**src/rtl/sw_pkg.sv**
```systemverilog
// Shared Smith-Waterman definitions: symbol encoding and feeder state encoding.
// Imported by the feeder, the PEs and the result collector.
package sw_pkg;

    typedef logic [1:0] sym_t;

    localparam sym_t SYM_A = 2'b00;
    localparam sym_t SYM_C = 2'b01;
    localparam sym_t SYM_G = 2'b10;
    localparam sym_t SYM_T = 2'b11;

    typedef enum logic [2:0] {
        ST_IDLE   = 3'd0,
        ST_LOAD   = 3'd1,
        ST_SEND_S = 3'd2,
        ST_STREAM = 3'd3,
        ST_FLUSH  = 3'd4
    } feeder_state_t;

endpackage

```
**src/rtl/sw_read_buffer.sv**
```systemverilog
// Small register file holding one read (NUM_PE symbols).
// Synchronous write, combinational read; the caller does any address reversal.
module sw_read_buffer
    import sw_pkg::*;
#(
    parameter int NUM_PE = 6,
    parameter int AW     = 8
) (
    input  logic          clk,
    input  logic          wr_en,
    input  logic [AW-1:0] wr_addr,
    input  logic [1:0]    wr_data,
    input  logic [AW-1:0] rd_addr,
    output logic [1:0]    rd_data
);

    sym_t r_mem [NUM_PE];

    always_ff @(posedge clk) begin
        for (int i = 0; i < NUM_PE; i++) begin
            if (wr_en && (wr_addr == AW'(i))) begin
                r_mem[i] <= wr_data;
            end
        end
    end

    // Explicit decode keeps out-of-range addresses harmless (they read as A).
    always_comb begin
        rd_data = SYM_A;
        for (int i = 0; i < NUM_PE; i++) begin
            if (rd_addr == AW'(i)) begin
                rd_data = r_mem[i];
            end
        end
    end

endmodule

```
**src/rtl/sw_array_feeder.sv**
```systemverilog
// Feeds PE 0 of the systolic array: loads a read, shifts it in with store_S,
// streams reference symbols with init, then drains the chain and pulses done.
module sw_array_feeder
    import sw_pkg::*;
#(
    parameter int NUM_PE    = 6,
    parameter int CNT_WIDTH = 8
) (
    input  logic       clk,
    input  logic       rst,
    input  logic       start,
    input  logic       stall_in,
    input  logic [1:0] read_sym,
    input  logic       read_valid,
    output logic       read_ready,
    input  logic [1:0] ref_sym,
    input  logic       ref_valid,
    input  logic       ref_last,
    output logic       ref_ready,
    output logic [1:0] S_out,
    output logic       store_S_out,
    output logic [1:0] T_out,
    output logic       init_out,
    output logic       pe_stall,
    output logic       busy,
    output logic       done
);

    localparam logic [CNT_WIDTH-1:0] C_LAST      = CNT_WIDTH'(NUM_PE - 1);
    localparam logic [CNT_WIDTH-1:0] C_FLUSH_END = CNT_WIDTH'(NUM_PE);
    localparam logic [CNT_WIDTH-1:0] C_ONE       = CNT_WIDTH'(1);

    feeder_state_t        r_state, w_state_next;
    logic [CNT_WIDTH-1:0] r_cnt, w_cnt_next;
    sym_t                 r_s, w_s_next;
    logic                 r_store, w_store_next;
    sym_t                 r_t, w_t_next;
    logic                 r_init, w_init_next;
    logic                 r_done, w_done_next;
    logic                 r_busy, w_busy_next;

    logic                 w_read_fire;
    logic                 w_ref_fire;
    logic [CNT_WIDTH-1:0] w_rd_addr;
    sym_t                 w_rd_data;

    assign read_ready  = (r_state == ST_LOAD) && !stall_in;
    assign ref_ready   = (r_state == ST_STREAM) && !stall_in;
    assign pe_stall    = stall_in || ((r_state == ST_STREAM) && !ref_valid);
    assign w_read_fire = read_ready && read_valid;
    assign w_ref_fire  = ref_ready && ref_valid;

    // Send cycle k already shows slot NUM_PE-1-k; this edge loads slot NUM_PE-2-k.
    assign w_rd_addr = (r_cnt < C_LAST) ? (C_LAST - r_cnt - C_ONE) : '0;

    sw_read_buffer #(
        .NUM_PE (NUM_PE),
        .AW     (CNT_WIDTH)
    ) u_read_buffer (
        .clk     (clk),
        .wr_en   (w_read_fire),
        .wr_addr (r_cnt),
        .wr_data (read_sym),
        .rd_addr (w_rd_addr),
        .rd_data (w_rd_data)
    );

    always_comb begin
        w_state_next = r_state;
        w_cnt_next   = r_cnt;
        w_s_next     = r_s;
        w_store_next = r_store;
        w_t_next     = r_t;
        w_init_next  = r_init;
        w_done_next  = r_done;
        w_busy_next  = r_busy;
        if (!stall_in) begin
            unique case (r_state)
                ST_IDLE: begin
                    if (start) begin
                        w_state_next = ST_LOAD;
                        w_cnt_next   = '0;
                        w_busy_next  = 1'b1;
                    end
                end
                ST_LOAD: begin
                    if (w_read_fire) begin
                        if (r_cnt == C_LAST) begin
                            // Last symbol is still being written, so bypass it.
                            w_state_next = ST_SEND_S;
                            w_cnt_next   = '0;
                            w_s_next     = read_sym;
                            w_store_next = 1'b1;
                        end else begin
                            w_cnt_next = r_cnt + C_ONE;
                        end
                    end
                end
                ST_SEND_S: begin
                    if (r_cnt == C_LAST) begin
                        w_state_next = ST_STREAM;
                        w_cnt_next   = '0;
                        w_s_next     = SYM_A;
                        w_store_next = 1'b0;
                    end else begin
                        w_s_next   = w_rd_data;
                        w_cnt_next = r_cnt + C_ONE;
                    end
                end
                ST_STREAM: begin
                    if (w_ref_fire) begin
                        w_t_next    = ref_sym;
                        w_init_next = 1'b1;
                        if (ref_last) begin
                            w_state_next = ST_FLUSH;
                            w_cnt_next   = '0;
                        end
                    end
                end
                ST_FLUSH: begin
                    // One extra cycle after the done pulse so busy drops right after it.
                    if (r_cnt == C_FLUSH_END) begin
                        w_state_next = ST_IDLE;
                        w_cnt_next   = '0;
                        w_done_next  = 1'b0;
                        w_busy_next  = 1'b0;
                    end else begin
                        w_t_next    = SYM_A;
                        w_init_next = 1'b0;
                        w_done_next = (r_cnt == C_LAST);
                        w_cnt_next  = r_cnt + C_ONE;
                    end
                end
                default: begin
                    w_state_next = ST_IDLE;
                    w_cnt_next   = '0;
                    w_busy_next  = 1'b0;
                end
            endcase
        end
    end

    always_ff @(posedge clk) begin
        if (rst) begin
            r_state <= ST_IDLE;
            r_cnt   <= '0;
            r_s     <= SYM_A;
            r_store <= 1'b0;
            r_t     <= SYM_A;
            r_init  <= 1'b0;
            r_done  <= 1'b0;
            r_busy  <= 1'b0;
        end else begin
            r_state <= w_state_next;
            r_cnt   <= w_cnt_next;
            r_s     <= w_s_next;
            r_store <= w_store_next;
            r_t     <= w_t_next;
            r_init  <= w_init_next;
            r_done  <= w_done_next;
            r_busy  <= w_busy_next;
        end
    end

    assign S_out       = r_s;
    assign store_S_out = r_store;
    assign T_out       = r_t;
    assign init_out    = r_init;
    assign done        = r_done;
    assign busy        = r_busy;

endmodule

```
**config.mk**
```make
export PLATFORM = sky130hd
export DESIGN_NAME = sw_array_feeder
export DESIGN_NICKNAME = d
export VERILOG_FILES = /design/src/rtl/sw_pkg.sv /design/src/rtl/sw_read_buffer.sv /design/src/rtl/sw_array_feeder.sv
export SDC_FILE = /design/constraint.sdc
export NUM_CORES = 1
export LEC_CHECK = 0
export CAP_MARGIN = 20
export CORE_MARGIN = 2
export CORE_UTILIZATION = 49
export DETAILED_ROUTE_END_ITERATION = 12
export HOLD_SLACK_MARGIN = 0.15
export PLACE_DENSITY = 0.8
export SLEW_MARGIN = 15
export SYNTH_ARGS = -nofsm -noshare
export SYNTH_HDL_FRONTEND = slang
export SYNTH_SLANG_ARGS = --single-unit
```
**constraint.sdc**
```tcl
create_clock -name clk -period 2.3 [get_ports clk]
set_input_delay 0.46 -clock clk [delete_from_list [all_inputs] [get_ports clk]]
set_output_delay 0.46 -clock clk [all_outputs]
set_load 0.03 [all_outputs]
```
# Word level (Yosys, flattened, before mapping)
# Memories as Yosys holds them, arrays and structs flattened.
# Index checks and enable logic that the tools add are counted.
# word_totals
inputBits	11
register_bits	19
latch_bits	0
ram_bits	12
out_inout_bits	11
n_memories	1
romBits	0
# mem_list
name	words	width	rd	rd_ports_with_merged_regs	write_ports	line_no	source
u_read_buffer.r_mem	6	2	6	0	1	sw_read_buffer.sv:17	sym_t r_mem [NUM_PE];
# classes
bitwise_logic	2
shift	0
n_eq_ne	23
muxes	67
mul	0
add_sub_neg	3
div	0
reduce_logical	32
order_cmp	1
# op_table
cell	n
2-to-1 mux 8 bit	7
equality test 8 x 3 -> 1 bit (second input constant)	5
one-hot mux 8 bit (5 select lines)	1
2-to-1 mux 3 bit	12
equality test 8 x 2 -> 1 bit (second input constant)	4
2-to-1 mux 2 bit	16
2-to-1 mux 1 bit	25
equality test 8 x 1 -> 1 bit (second input constant)	2
logical NOT 8 bit	2
one-hot mux 3 bit (5 select lines)	1
!= test 2 bit (second input constant)	6
AND reduction 4 bit	3
logical AND 1 bit	11
AND reduction 5 bit	2
OR reduction 2 bit	5
adder 8 x 1 -> 8 bit (second input constant)	1
< comparator 8 x 3 -> 1 bit (second input constant)	1
one-hot mux 2 bit (2 select lines)	2
AND reduction 8 bit	1
subtractor 3 x 8 -> 8 bit (first input constant)	1
subtractor 8 x 1 -> 8 bit (second input constant)	1
equality test 3 x 2 -> 1 bit (second input constant)	2
!= test 2 x 1 -> 1 bit (second input constant)	2
one-hot mux 1 bit (2 select lines)	2
10 further kinds	13

# Longest topological paths before layout
# depth
word_depth	12
depth_mapped	9
mapped_depth_nobuf	8

# Hierarchy
# A second synthesis with hierarchy kept.
# unflattened
hier_cells	189
hier_area_um2	1730.4
# modules_own_cells
module	cells_per_inst	area_each_um2	instances
sw_array_feeder	150	1183.6	1
sw_read_buffer	39	546.8	1

# Least setup slack after synthesis
# No wires, ideal clock.
# synth_path
path_type	reg-to-reg
from	register r_state[0]
to	register r_s[0] (netlist: S_out[0])
arrival_ns	2.559
path_stages_with_launch	7
slack_ns	-0.390
path_buffers	1
setup_ns	0.130
t_required_ns	2.170
path_cell_list	dfxtp_1 buf_2 nor4b_1 nand2_1 o211a_1 a211oi_1 o22ai_1
# synth_via
elab_chain_cells	5
# synth_rtl
element	line_no	source
start: declaration	sw_array_feeder.sv:33	feeder_state_t r_state, w_state_next;
start signal: assignment	sw_array_feeder.sv:154	r_state <= w_state_next;
equality test 3 x 1 -> 1 bit	sw_array_feeder.sv:47	assign read_ready = (r_state == ST_LOAD) && !stall_in;
logical AND 1 bit	sw_array_feeder.sv:47	
net read_ready	sw_array_feeder.sv:15	output logic read_ready,
logical AND 1 bit	sw_array_feeder.sv:50	assign w_read_fire = read_ready && read_valid;
!= test 2 x 1 -> 1 bit (no source line)	n/a	
AND reduction 4 bit (no source line)	n/a	
end signal: assignment	sw_array_feeder.sv:156	r_s <= w_s_next;
end: declaration	sw_array_feeder.sv:35	sym_t r_s, w_s_next;
# The timed path passes the listed nets, and every way through them passes these cells.
# A chain may end at the register's enable or synchronous reset.

# Worst setup path in the final report
# layout_path
from	register r_cnt[4]
to	register r_s[1] (netlist: S_out[1])
# layout_via
elab_chain_cells	12
# layout_rtl
element	line_no	source
start: declaration	sw_array_feeder.sv:34	logic [CNT_WIDTH-1:0] r_cnt, w_cnt_next;
start signal: assignment	sw_array_feeder.sv:155	r_cnt <= w_cnt_next;
subtractor 3 x 8 -> 8 bit	sw_array_feeder.sv:54	assign w_rd_addr = (r_cnt < C_LAST) ? (C_LAST - r_cnt - C_ONE) : '0;
subtractor 8 x 1 -> 8 bit	sw_array_feeder.sv:54	
2-to-1 mux 8 bit	sw_array_feeder.sv:54	
logical NOT 8 bit	sw_read_buffer.sv:31	if (rd_addr == AW'(i)) begin
2-to-1 mux 2 bit (6 in series)	sw_read_buffer.sv:31	
2-to-1 mux 2 bit	sw_array_feeder.sv:100	if (r_cnt == C_LAST) begin
one-hot mux 2 bit (2 select lines)	sw_array_feeder.sv:78	unique case (r_state)
# Several ways; a longest one is shown, not always the timed one.

==> flow_metrics.py <==
metrics = {
    "clock_tree": {
        "insertion_delay_ns": 0.34,
        "clkSinkCount": 31,
        "tritoncts": "yes",
        "post_cts_resize_count": 0,
        "post_cts.repair.setup_buffers": 0,
        "clock_tree.buffer_depth": 2,
        "tritoncts.num_buffers": 5,
        "htreeDepth": 2,
        "cts_hold_buf": 0,
        "path_clk_slew_ns": 0.10,
        "root_buffer": "sky130_fd_sc_hd__clkbuf_4",
    },
    "logic_synthesis": {
        "avgSynthCellArea_um2": 8.99,
        "synthDominantAreaCellType": "sky130_fd_sc_hd__dfxtp_1",
        "yosys_warnings": 0,
        "netlist.area_leader.share": 0.218,
        "post_synth_main_area_contributors": "sky130_fd_sc_hd__dfxtp_1 22%, sky130_fd_sc_hd__edfxtp_1 21%, sky130_fd_sc_hd__nand3_1 5.5%, sky130_fd_sc_hd__o21ai_0 3.4%, sky130_fd_sc_hd__a31oi_1 3.2%",
        "number_of_storage_elements_in_the_synthesis_netlist": 31,
        "synthesis.area_um2": 1740,
        "synth_common_cells": "19 x sky130_fd_sc_hd__dfxtp_1, 19 x sky130_fd_sc_hd__nand3_1, 15 x sky130_fd_sc_hd__nand2_1, 14 x sky130_fd_sc_hd__nor2_1",
        "synth.distinct_cells": 53,
        "netlist_instances": 194,
        "ys.flop_type": "sky130_fd_sc_hd__dfxtp_1",
        "edff_count_synth": 12,
        "synth.net_count": 209,
        "async_flop_share": 0,
        "seq_area_frac_synth": 0.425,
    },
    "critical_path": {
        "timing.critical_path.arrival_ns": 2.34,
        "worst_ep_required_time_ns": 2.53,
        "critical_path.endpoint_type": "flop",
        "maximum_fanout_along_the_worst_path": 7,
        "crit_type": "flop to flop",
        "worstSetupStartpointType": "flop",
        "r2r_slack_ns": 0.19,
    },
    "sta": {
        "clock.fmax_mhz": 473,
        "worst_slew_pin_slew_ns": 0.439,
        "final.setup.tns_ns": 0,
        "skew_ns": 0.00950,
        "slew_violations": 0,
        "min_period_over_period": 0.919,
        "layout_min_cycle_time_ns": 2.11,
        "finalWorstSetupSlack_ns": 0.187,
        "setup_viol": 0,
        "max-slew-margin-rel": 0.705,
        "final-hold-violation-count": 0,
        "rsz0062_at_grt": "no",
    },
    "power_and_ir_drop": {
        "share_clk_of_total_power": 0.298,
        "power_per_cell_area_nw_per_um2": 493,
        "p_int_mw": 0.757,
        "swShare": 0.266,
        "ir_drop_uv": 235,
        "leakage_power_figure_nw": 0.731,
        "share_of_total_power_in_combinational_logic": 0.141,
        "seqPwrFrac": 0.561,
        "power_switching_mw": 0.274,
    },
    "global_routing": {
        "number_of_antenna_violations_at_the_first_check_in_global_routing": 0,
        "grt.total_usage": 0.231,
        "grt_first_pass_wirelength_um": 7280,
        "globalRouteOverflowTotal": 0,
        "grt_pass1_vias": 1577,
        "grt_max_degree": 20,
    },
    "die": {
        "die-area_um2": 4050,
        "fp.dieH_um": 63.7,
        "fp-row-count": 21,
        "pin_count": 22,
        "dieWidth_um": 63.7,
        "initial_utilization": 0.515,
        "design.core.area_um2": 3390,
    },
    "final_layout": {
        "num_antenna_cells": 0,
        "instances_no_fill": 268,
        "fin_nets": 236,
        "ratio_of_cells_with_drive_above_1_in_the_final_layout": 0.140,
        "post-route-cell-area_um2": 2090,
        "area_growth_synth_to_finish_pct": 19.9,
        "fillerInstances": 281,
        "layout.core_utilization": 0.617,
    },
    "drt": {
        "postRouteAntennaNets": 0,
        "wl_met2_um": 2000,
        "wirelength_um": 4190,
        "detail_route.wirelength.met1_um": 1840,
        "routedWlPerCell_um": 15.6,
        "met3_wirelength_um": 266,
        "drt_first_pass_iters": 4,
        "dr.first_iter.drc_count": 124,
        "routed_via_density": 6.09,
        "routed-via-count": 1632,
        "top_layer_used": "met4",
        "post-route-drc-count": 0,
    },
    "placement": {
        "gp_congestion": 0.921,
        "place_worst_setup_slack_ns": 0.0159,
        "placed_cell_area_um2": 2040,
        "dpl.cell_count": 260,
        "io_buffers": 21,
        "detailedPlacementHpwl_um": 3000,
    },
    "run_status": {
        "result_of_the_run": "completed",
    },
    "hold_path": {
        "worst_hold_path_type": "flop to flop",
    },
    "run": {
        "number_of_max_capacitance_violations_reported": 0,
    },
}
==> registers in the layout, summed over array words and instances (netlist names) <==
name	cells
u_read_buffer.r_mem	12
r_cnt	8
r_state	3
S_out	2
T_out	2
busy	1
done	1
init_out	1
store_S_out	1
==> metal layers <==
| layer | up-vias | GRT usage |
|---|---|---|
| met1 | 775 | 0.298 |
| met4 | 0 | 0.101 |
| met5 | - | 0 |
| met3 | 9 | 0.0661 |
| met2 | 63 | 0.361 |
| li1 | 785 | - |
==> area by class of cell <==
type                            count  area (um2)  share of cell area
Inverter                            8        30.0              0.0144
Multi-Input combinational cell    142         921               0.440
Clock inverter                      1        5.00             0.00239
Sequential cell                    31         741               0.354
Timing Repair Buffer               33         293               0.140
Clock buffer                        7        45.0              0.0215
Tap cell                           46        57.6              0.0275
==> logic make-up after synthesis <==
| group | after synthesis | synth area share |
|---|---|---|
| AND/OR/NAND/NOR | 79 | 0.245 |
| AO/OA/AOI/OAI | 55 | 0.221 |
| flip-flops | 31 | 0.425 |
| buffers and inverters | 21 | 0.0509 |
| adder cells (fa/ha/maj) | 4 | 0.0287 |
| multiplexers | 3 | 0.0251 |
| XOR/XNOR | 1 | 0.00502 |
==> layout by cell type, fill, tap and decap left out, types with 3 or more instances in the layout <==
cell type                         synthesis  routed
sky130_fd_sc_hd__clkdlybuf4s50_1          0      18
sky130_fd_sc_hd__ha_1                     4       4
sky130_fd_sc_hd__nor2_1                  14      14
sky130_fd_sc_hd__o22ai_1                  3       3
sky130_fd_sc_hd__nand2_1                 15      15
sky130_fd_sc_hd__a31oi_1                  9       9
sky130_fd_sc_hd__inv_1                    7       7
sky130_fd_sc_hd__and2_1                   3       3
sky130_fd_sc_hd__nand3_1                 19      19
sky130_fd_sc_hd__nand2b_1                 4       4
sky130_fd_sc_hd__nor4_1                   4       4
sky130_fd_sc_hd__dfxtp_1                 19      19
sky130_fd_sc_hd__edfxtp_1                12      12
sky130_fd_sc_hd__buf_4                    0      15
sky130_fd_sc_hd__a21oi_1                 11      11
sky130_fd_sc_hd__nand3b_1                 4       4
sky130_fd_sc_hd__clkbuf_4                 0       5
sky130_fd_sc_hd__o21ai_0                 12      12
==> critical path, stage by stage, from the launching register on <==
cell	delay [ns]
sky130_fd_sc_hd__dfxtp_1	0.37
sky130_fd_sc_hd__or4_4	0.56
sky130_fd_sc_hd__or3_1	0.50
sky130_fd_sc_hd__or2_4	0.29
sky130_fd_sc_hd__a31oi_1	0.17
sky130_fd_sc_hd__o22ai_1	0.10
==> metrics by stage <==
step	hold slack (ns)	total power [mW]
floorplan	0.508	0.678
CTS	0.485	1.04
global placement	0.457	0.733
finish	0.482	1.03
detailed placement	0.472	0.735
global route	0.521	1.08
==> path summary, 6_finish.rpt <==
path | from | cells after the start | endpoint
hold reg to reg | T_out[0]$_SDFFE_PP0P_ | 2 | T_out[0]$_SDFFE_PP0P_
hold / removal | T_out[0]$_SDFFE_PP0P_ | 2 | T_out[0]$_SDFFE_PP0P_
setup / recovery | r_cnt[4]$_SDFFE_PP0P_ | 5 | S_out[1]$_SDFFE_PP0P_
setup reg to reg | r_cnt[4]$_SDFFE_PP0P_ | 5 | S_out[1]$_SDFFE_PP0P_
==> power groups by stage <==
stage	clock network [mW]	registers [mW]	logic [mW]
2_1_floorplan	0	0.596	0.0820
3_3_place_gp	0	0.591	0.141
3_5_place_dp	0	0.591	0.143
4_1_cts	0.316	0.579	0.145
5_1_grt	0.341	0.580	0.159
6_report	0.307	0.579	0.146
(Power assumes the default switching activity.)
